<file path="src/rtl/fetch_pkg.sv">
// Shared definitions for the instruction fetch path: FSM encoding, queue entry
// layout and the default program bounds tied to the instruction memory depth.
package fetch_pkg;

    localparam int WORD_BYTES = 4;
    localparam int IMEM_WORDS = 114;

    localparam logic [31:0] DEFAULT_RESET_PC  = 32'h0000_0000;
    localparam logic [31:0] DEFAULT_LAST_ADDR = 32'((IMEM_WORDS - 1) * WORD_BYTES);

    localparam logic [1:0] ST_FETCH = 2'd0;
    localparam logic [1:0] ST_DRAIN = 2'd1;
    localparam logic [1:0] ST_DONE  = 2'd2;
    localparam logic [1:0] ST_FAULT = 2'd3;

    typedef struct packed {
        logic [31:0] pc;
        logic [31:0] instr;
    } fetch_entry_t;

    function automatic logic is_aligned(input logic [31:0] addr);
        return addr[1:0] == 2'b00;
    endfunction

endpackage

</file>
<file path="src/rtl/fetch_controller_if.sv">
// Fetch controller bus: instruction memory port, decode handshake, redirect
// request and status flags.
interface fetch_controller_if;

    logic [31:0] Address;
    logic [31:0] Instruction;
    logic        OutValid;
    logic        OutReady;
    logic [31:0] OutInstr;
    logic [31:0] OutPC;
    logic        Redirect;
    logic [31:0] RedirectTarget;
    logic        Done;
    logic        Fault;

    modport master (
        output Address,
        input  Instruction,
        output OutValid,
        input  OutReady,
        output OutInstr,
        output OutPC,
        input  Redirect,
        input  RedirectTarget,
        output Done,
        output Fault
    );

    modport slave (
        input  Address,
        output Instruction,
        input  OutValid,
        output OutReady,
        input  OutInstr,
        input  OutPC,
        output Redirect,
        output RedirectTarget,
        input  Done,
        input  Fault
    );

endinterface

</file>
<file path="src/rtl/fetch_queue.sv">
// Two-entry in-order prefetch FIFO of {pc, instr}. Flush empties it and wins
// over a same-cycle push; push together with pop on a full queue is legal.
module fetch_queue
    import fetch_pkg::*;
(
    input  logic         clk,
    input  logic         rst_n,
    input  logic         push,
    input  logic         pop,
    input  logic         flush,
    input  fetch_entry_t push_data,
    output fetch_entry_t head_data,
    output logic [1:0]   count
);

    fetch_entry_t ent_q [2];
    fetch_entry_t ent_d [2];
    logic         head_q, head_d;
    logic [1:0]   count_q, count_d;
    logic         wr_idx;

    // Slot after the last valid entry; equals the head slot when full, which is
    // exactly the one a same-cycle pop frees.
    assign wr_idx = head_q ^ count_q[0];

    always_comb begin
        ent_d[0] = ent_q[0];
        ent_d[1] = ent_q[1];
        head_d   = head_q;
        count_d  = count_q;
        if (flush) begin
            head_d  = 1'b0;
            count_d = 2'd0;
        end else begin
            if (push) begin
                ent_d[wr_idx] = push_data;
            end
            if (pop) begin
                head_d = ~head_q;
            end
            case ({push, pop})
                2'b10:   count_d = count_q + 2'd1;
                2'b01:   count_d = count_q - 2'd1;
                default: count_d = count_q;
            endcase
        end
    end

    always_ff @(posedge clk or negedge rst_n) begin
        if (!rst_n) begin
            head_q  <= 1'b0;
            count_q <= 2'd0;
        end else begin
            head_q  <= head_d;
            count_q <= count_d;
        end
    end

    // Payload is never observed while its slot is empty, so it carries no reset.
    always_ff @(posedge clk) begin
        ent_q[0] <= ent_d[0];
        ent_q[1] <= ent_d[1];
    end

    assign head_data = (count_q != 2'd0) ? ent_q[head_q] : '0;
    assign count     = count_q;

endmodule

</file>
<file path="src/rtl/fetch_controller.sv">
// Instruction fetch sequencer: owns the PC, fills the prefetch queue, and
// handles redirects, end-of-program and misaligned-target faults.
module fetch_controller
    import fetch_pkg::*;
#(
    parameter logic [31:0] RESET_PC  = DEFAULT_RESET_PC,
    parameter logic [31:0] LAST_ADDR = DEFAULT_LAST_ADDR
) (
    input  logic                Clk,
    input  logic                Rst_n,
    fetch_controller_if.master  bus
);

    logic [1:0]   state_q, state_d;
    logic [31:0]  pc_q, pc_d;
    logic         push, pop, flush;
    logic [1:0]   count;
    logic         out_valid, free_slot, redirect_ok;
    fetch_entry_t head, push_data;

    assign out_valid   = (count != 2'd0) && (state_q != ST_FAULT);
    assign pop         = out_valid && bus.OutReady;
    assign free_slot   = (count != 2'd2) || pop;
    assign redirect_ok = bus.Redirect && (state_q != ST_FAULT);
    assign push_data   = '{pc: pc_q, instr: bus.Instruction};

    always_comb begin
        state_d = state_q;
        pc_d    = pc_q;
        push    = 1'b0;
        flush   = 1'b0;
        if (redirect_ok) begin
            flush = 1'b1;
            if (!is_aligned(bus.RedirectTarget)) begin
                state_d = ST_FAULT;
            end else begin
                pc_d    = bus.RedirectTarget;
                state_d = (bus.RedirectTarget <= LAST_ADDR) ? ST_FETCH : ST_DONE;
            end
        end else begin
            case (state_q)
                ST_FETCH: begin
                    if (free_slot) begin
                        push = 1'b1;
                        pc_d = pc_q + 32'(WORD_BYTES);
                        if (pc_q == LAST_ADDR) begin
                            state_d = ST_DRAIN;
                        end
                    end
                end
                ST_DRAIN: begin
                    if ((count == 2'd0) || (count == 2'd1 && pop)) begin
                        state_d = ST_DONE;
                    end
                end
                default: begin
                    state_d = state_q;
                end
            endcase
        end
    end

    always_ff @(posedge Clk or negedge Rst_n) begin
        if (!Rst_n) begin
            state_q <= ST_FETCH;
            pc_q    <= RESET_PC;
        end else begin
            state_q <= state_d;
            pc_q    <= pc_d;
        end
    end

    fetch_queue u_queue (
        .clk       (Clk),
        .rst_n     (Rst_n),
        .push      (push),
        .pop       (pop),
        .flush     (flush),
        .push_data (push_data),
        .head_data (head),
        .count     (count)
    );

    assign bus.Address  = pc_q;
    assign bus.OutValid = out_valid;
    assign bus.OutInstr = head.instr;
    assign bus.OutPC    = head.pc;
    assign bus.Done     = (state_q == ST_DONE);
    assign bus.Fault    = (state_q == ST_FAULT);

endmodule

</file>
<file path="src/flat_wrapper.sv">
// flat-port wrapper written by rule: the top's interface ports become plain ports
module fetch_controller_flat import fetch_pkg::*;
#(
    parameter logic [31:0] RESET_PC  = DEFAULT_RESET_PC,
    parameter logic [31:0] LAST_ADDR = DEFAULT_LAST_ADDR
)
  (Clk, Rst_n, bus_Address, bus_Instruction, bus_OutValid, bus_OutReady, bus_OutInstr, bus_OutPC, bus_Redirect, bus_RedirectTarget, bus_Done, bus_Fault);
  fetch_controller_if bus_i ();
  input  logic Clk;
  input  logic Rst_n;
  output wire logic [$bits(bus_i.Address)-1:0] bus_Address;
  input wire logic [$bits(bus_i.Instruction)-1:0] bus_Instruction;
  output wire logic [$bits(bus_i.OutValid)-1:0] bus_OutValid;
  input wire logic [$bits(bus_i.OutReady)-1:0] bus_OutReady;
  output wire logic [$bits(bus_i.OutInstr)-1:0] bus_OutInstr;
  output wire logic [$bits(bus_i.OutPC)-1:0] bus_OutPC;
  input wire logic [$bits(bus_i.Redirect)-1:0] bus_Redirect;
  input wire logic [$bits(bus_i.RedirectTarget)-1:0] bus_RedirectTarget;
  output wire logic [$bits(bus_i.Done)-1:0] bus_Done;
  output wire logic [$bits(bus_i.Fault)-1:0] bus_Fault;
  assign bus_Address = bus_i.Address;
  assign bus_i.Instruction = bus_Instruction;
  assign bus_OutValid = bus_i.OutValid;
  assign bus_i.OutReady = bus_OutReady;
  assign bus_OutInstr = bus_i.OutInstr;
  assign bus_OutPC = bus_i.OutPC;
  assign bus_i.Redirect = bus_Redirect;
  assign bus_i.RedirectTarget = bus_RedirectTarget;
  assign bus_Done = bus_i.Done;
  assign bus_Fault = bus_i.Fault;
  fetch_controller #(.RESET_PC(RESET_PC), .LAST_ADDR(LAST_ADDR)) u_core (.Clk(Clk), .Rst_n(Rst_n), .bus(bus_i));
endmodule
</file>
<file path="config.mk">
export PLATFORM = sky130hd
export DESIGN_NAME = fetch_controller_flat
export DESIGN_NICKNAME = d
export VERILOG_FILES = /design/src/rtl/fetch_pkg.sv /design/src/rtl/fetch_controller_if.sv /design/src/rtl/fetch_queue.sv /design/src/rtl/fetch_controller.sv /design/src/flat_wrapper.sv
export SDC_FILE = /design/constraint.sdc
export NUM_CORES = 1
export LEC_CHECK = 0
export ABC_CLOCK_PERIOD_IN_PS = 6600
export CORE_MARGIN = 1
export CORE_UTILIZATION = 38
export CTS_BUF_LIST = sky130_fd_sc_hd__clkbuf_16
export DETAILED_ROUTE_END_ITERATION = 7
export GPL_ROUTABILITY_DRIVEN = 0
export HOLD_SLACK_MARGIN = 0.08
export PLACE_DENSITY = 0.67
export SLEW_MARGIN = 40
export SYNTH_ARGS = -nofsm -noshare
export SYNTH_HDL_FRONTEND = slang
export SYNTH_SLANG_ARGS = --single-unit
</file>
<file path="constraint.sdc">
create_clock -name Clk -period 6.6 [get_ports Clk]
set_input_delay 1.65 -clock Clk [delete_from_list [all_inputs] [get_ports Clk]]
set_output_delay 1.65 -clock Clk [all_outputs]
set_load 0.01 [all_outputs]
</file>
### After elaboration in Yosys (flattened, before gate mapping)

Memories as Yosys holds them, arrays and structs flattened.
Cells that the tools add are included.

| storage, ports and cells | value |
|---|---|
| RAM bits | 128 |
| register bits | 37 |
| input port bits | 68 |
| output and inout port bits | 99 |
| memories | 1 |
| word-level logic and storage cells | 70 |

Memory list:

| name | words | bits a word | read ports | clocked after memory_dff | wr ports | RTL line | source |
|---|---|---|---|---|---|---|---|
| u_core.u_queue.ent_q | 2 | 64 | 3 | 0 | 2 | fetch_queue.sv:16 | `fetch_entry_t ent_q [2];` |

| cells by class | value |
|---|---|
| reductions and logical operators | 18 |
| bitwise gates (word level) | 3 |
| $add $sub $neg | 3 |
| order comparisons | 3 |
| mux-type cells | 25 |
| equality and inequality tests | 13 |

Operators by type and width:

| operator | number |
|---|---|
| 128-bit two-way mux | 2 |
| 128-bit bitwise mux | 1 |
| 32-bit two-way mux | 4 |
| 64-bit two-way mux | 2 |
| 64-bit demux with 1-bit select | 1 |
| 32-bit by 3-bit adder with 32-bit output (second input constant) | 1 |
| 32-bit by 9-bit == test with 1-bit output (second input constant) | 1 |
| 32-bit by 9-bit <= comparator with 1-bit output (second input constant) | 1 |
| 2-bit two-way mux | 7 |
| 3-bit by 1-bit != test with 1-bit output (second input constant) | 3 |
| 2-bit one-hot mux with 2 select lines | 2 |
| 2-bit nonzero test | 4 |
| 2-bit by 1-bit == test with 1-bit output (second input constant) | 3 |
| 2-bit == test (second input constant) | 3 |
| 2-bit logical NOT | 3 |
| 1-bit two-way mux | 6 |
| 2-bit != test (second input constant) | 3 |
| 3-bit nonzero test | 2 |
| 1-bit logical AND | 5 |
| 4-bit AND reduction | 1 |
| 3-bit AND reduction | 1 |
| 2-bit by 1-bit adder with 2-bit output (second input constant) | 1 |
| 2-bit greater-or-equal comparator (second input constant) | 1 |
| 1-bit logical OR | 2 |
| 5 further kinds | 5 |

### Logic depth before layout (Yosys ltp)

| logic depth | value |
|---|---|
| word-level depth | 10 |
| mapped depth | 8 |
| depth with buffers taken out | 8 |

### Hierarchy

From an unflattened synthesis, not the netlist that was laid out.

| unflattened totals | value |
|---|---|
| cell total of the unflattened synthesis | 577 |
| area, all modules | 7,403.4 µm² |

By module, submodules not included:

| module | area each (µm²) | sequential area each (µm²) | cells an instance | times used |
|---|---|---|---|---|
| fetch_queue | 5,062.4 | 3,918.8 | 288 | 1 |
| fetch_controller | 2,341.0 | 850.8 | 289 | 1 |

### Worst setup path after synthesis

OpenSTA, ideal clock, no wires.

| timing path | value |
|---|---|
| path type | input to register |
| start | input port bus_OutReady |
| end | memory u_core.u_queue.ent_q[1][0] (netlist bit), enable pin |
| setup slack | 1,076 ps |
| data arrival time | 5,031 ps |
| cell stages on the path | 3 |
| data required time | 6,107 ps |
| path buffers | 0 |
| library setup time | 493 ps |
| cells stage by stage | nand2b_1 a2111o_1 nor2b_1 |

RTL lines:

| item | RTL line | source |
|---|---|---|
| start: declaration | flat_wrapper.sv:14 | `input wire logic [$bits(bus_i.OutReady)-1:0] bus_OutReady;` |
| end: declaration | fetch_queue.sv:16 |  |

### Final worst setup path

| timing path | value |
|---|---|
| start | register u_core.u_queue.count_q[0], in the netlist u_core.u_queue.count[0] |
| end | output port bus_OutPC[7] |

| on the way | value |
|---|---|
| word-level cells in the longest chain between the ends | 2 |

RTL lines:

| item | RTL line | source |
|---|---|---|
| start: declaration | fetch_queue.sv:19 | `logic [1:0] count_q, count_d;` |
| start signal: assignment | fetch_queue.sv:55 | `count_q <= count_d;` |
| 2-bit nonzero test | fetch_queue.sv:65 | `assign head_data = (count_q != 2'd0) ? ent_q[head_q] : '0;` |
| 64-bit two-way mux | fetch_queue.sv:65 |  |
| end: declaration | flat_wrapper.sv:16 | `output wire logic [$bits(bus_i.OutPC)-1:0] bus_OutPC;` |

Every way passes these cells.

==> results.json <==
{
  "core_um2": 18800,
  "clock_path_buffers": 2,
  "fin_crit_sh": 0.619,
  "cts_buffers": 17,
  "multi_input_area_um2": 2370,
  "ys_seq_elements": 165,
  "grt_pass1_vias": 5175,
  "slew_headroom": 0.503,
  "synth_top_area_cell": "edfxtp_1",
  "final.setup_skew_ns": 0.0162,
  "fin_setup_tns_ns": 0,
  "peakVddDrop_v": 0.000243,
  "p_per_area_nw_per_um2": 422,
  "dieWidth_um": 140,
  "post-route-min-period_ns": 4.08,
  "drc_errors": 0,
  "syn_area_um2": 7280,
  "regArea_um2": 4770,
  "min_path_type": "flop to flop",
  "max_freq_ghz": 0.245,
  "cts_tree": "built",
  "first_iter_violations": 446,
  "setup_viol": 0,
  "grt_overflow_total": 0,
  "timing.rr.start": "u_core.u_queue.count[0]",
  "via_count": 5299,
  "async_flop_share": 0.224,
  "grt_use_total": 0.190,
  "run_status": "complete, no violations",
  "p_leak_nw": 3.41,
  "synth_top_cells_by_area": "edfxtp_1 (53%), dfrtp_1 (13%), mux2i_1 (9.1%)",
  "worstMarginPinSlew_ns": 0.746,
  "syn_avg_cell_area_um2": 12.7,
  "synth-edff-count": 128,
  "initial_core_util": 0.388,
  "ys_seq_area_frac": 0.655,
  "cts_max_level": 4,
  "dp_hpwl_mm": 12.5,
  "r2r-end": "u_core.u_queue.ent_q[0][12]",
  "syn_inst": 572,
  "cts_resized": 0,
  "grt_pass1_wl_mm": 28.5,
  "slew_viol_final": 0,
  "worstSetupPathType": "flop to output port",
  "first_pass_iters": 6,
  "holdPathEnd": "u_core.u_queue.ent_q[1][32]",
  "numClockSinks": 165,
  "die_area_um2": 19700,
  "cts-root-buf": "clkbuf_16",
  "routedWlPerCell_um": 18.3,
  "r2r_cells": 7,
  "synth_top_cell_area_share": 0.528,
  "rows": 50,
  "synth.distinct_cells": 54,
  "ant_nets": 0,
  "post-cts-setup-buffers": 0,
  "cts_hold_buf": 0,
  "min_delay_path_depth": 0,
  "diodes": 0,
  "clk_latency_ns": 0.43,
  "crit_required_ns": 4.95,
  "final-hold-violation-count": 0,
  "ys.warnings.count": 0,
  "syn_to_final_growth_pct": 35.8,
  "fin_total_pwr_mw": 4.17,
  "grt_max_degree": 68,
  "fillers": 1592,
  "holdCritStartpoint": "u_core.bus.Address[0]",
  "finalNetCount": 811,
  "portBuffers": 166,
  "startpoint_type": "flop",
  "arrival_ns": 2.43,
  "drive_above_1_share": 0.0747,
  "avgViaCountPerCell": 5.39,
  "ios": 167,
  "rrSetupSlack_ns": 3.37,
  "grt_setup_unrepaired": "false",
  "cts.clk_slew.worst_paths_ns": 0.07,
  "wirelength_mm": 18.0,
  "antenna_found_initial": 0,
  "endpoint_kind": "output port",
  "cap_violations": 0,
  "syn_nets": 646,
  "yosys_most_used_dff": "edfxtp_1",
  "path_max_fanout": 67,
  "die-height_um": 140
}
## power by group
part	leakage (nW)	total [mW]	switching, mW	internal, mW
sequential	1.59	1.63	0.280	1.35
clock	0.311	1.06	0.419	0.645
combinational	1.52	1.47	0.735	0.738
total	3.41	4.17	1.43	2.74
## worst max path at each step
stage                                             end  cells past startpoint  slack (ns)                    start
final                                    bus_OutPC[7]                      5        2.52  u_core.u_queue.count[0]
after global routing                     bus_OutPC[7]                      5        2.32  u_core.u_queue.count[0]
after CTS                                bus_OutPC[7]                      5        2.46  u_core.u_queue.count[0]
after detailed placement   u_core.u_queue.ent_q[0][3]                      5        2.39             bus_OutReady
after global placement    u_core.u_queue.ent_q[1][15]                      5        2.30             bus_OutReady
after floorplan            u_core.u_queue.ent_q[1][0]                      3        1.08             bus_OutReady
## through the flow
step | worst slack, ns | std cells | cell area [um^2] | hold slack (ns) | utilization
floorplan | 1.08 | 572 | 7280 | 0.519 | -
global placement | 2.30 | 949 | 9180 | 0.552 | 0.489
detailed placement | 2.39 | 952 | 9250 | 0.545 | 0.493
CTS | 2.46 | 984 | 9890 | 0.557 | 0.527
global route | 2.32 | 984 | 9890 | 0.589 | 0.527
finish | 2.52 | 984 | 9890 | 0.562 | 0.527
## sequential cells by signal, indices dropped and copies added, names as in the netlist
register / cells
u_core.bus.Address: 32
u_core.state_q: 2
u_core.u_queue.count: 2
u_core.u_queue.ent_q: 128
u_core.u_queue.head_q: 1
## layout by cell type, fill, tap and decap left out, drive strengths merged, types with 3 or more instances in the layout
| cell | Yosys | final |
|---|---|---|
| a21oi | 43 | 43 |
| a2bb2oi | 3 | 3 |
| a31oi | 4 | 4 |
| and2 | 7 | 7 |
| and3 | 3 | 3 |
| and4 | 4 | 4 |
| buf | 15 | 12 |
| bufinv | 0 | 4 |
| clkbuf | 16 | 17 |
| clkdlybuf4s50 | 0 | 165 |
| clkinv | 0 | 3 |
| dfrtp | 37 | 37 |
| edfxtp | 128 | 128 |
| ha | 6 | 6 |
| inv | 7 | 14 |
| mux2i | 66 | 66 |
| nand2 | 32 | 32 |
| nand3 | 14 | 14 |
| nand4 | 13 | 13 |
| nor2 | 80 | 80 |
| nor2b | 4 | 4 |
| nor3 | 8 | 8 |
| nor4 | 13 | 13 |
| o21ai | 24 | 24 |
| o22a | 5 | 5 |
| o22ai | 10 | 10 |
| xor2 | 3 | 3 |
## cell families (layout without fill, tap and decap cells)
| logic type | Yosys count | count (layout) | share of synthesized area |
|---|---|---|---|
| compound gates | 107 | 107 | 0.0892 |
| simple gates | 184 | 184 | 0.125 |
| mux | 68 | 68 | 0.0938 |
| flops | 165 | 165 | 0.655 |
| buf+inv | 38 | 216 | 0.0220 |
| fa+ha+maj | 6 | 6 | 0.0103 |
| xor+xnor | 4 | 4 | 0.00481 |
## Yosys cell counts (all sizes together), types with 2 or more instances
cell and instances:
nor2 80, mux2 2, ha 6, o21ai 24
a32oi 2, and4 4, a211oi 2, nor3 8
a21oi 43, inv 7, o22a 5, a31oi 4
and2 7, mux2i 66, xor2 3, a2bb2oi 3
nand3 14, o21a 2, o22ai 10, nand2 32
a31o 2, o211ai 2, and3 3, a21o 2
nand4 13, nor2b 4, nand2b 2, dfrtp 37
nor4 13, buf 15, clkbuf 16, edfxtp 128
## per-layer routing
| layer | vias up | GRT usage | part of all wire |
|---|---|---|---|
| met2 | 257 | 0.307 | 0.48 |
| met5 | - | 0 | 0 |
| met4 | 0 | 0.0567 | 0.0096 |
| met3 | 15 | 0.0499 | 0.075 |
| met1 | 2535 | 0.251 | 0.44 |
| li1 | 2492 | - | - |
## final cells by class
type,count,share of cell area
clock inverters,15,0.0218
flip-flops and latches,165,0.483
inverters,7,0.00266
repair buffers,177,0.181
multi-input cells,369,0.240
clock buffers,17,0.0430
well taps,234,0.0296
## worst max-delay path: stages, from the launching register on
cell	delay (ns)
dfrtp_1	0.44
inv_1	0.11
ha_2	0.17
buf_4	0.56
nor2_1	0.19
clkdlybuf4s50_1	0.53
Power figures use the tool's default switching activity.
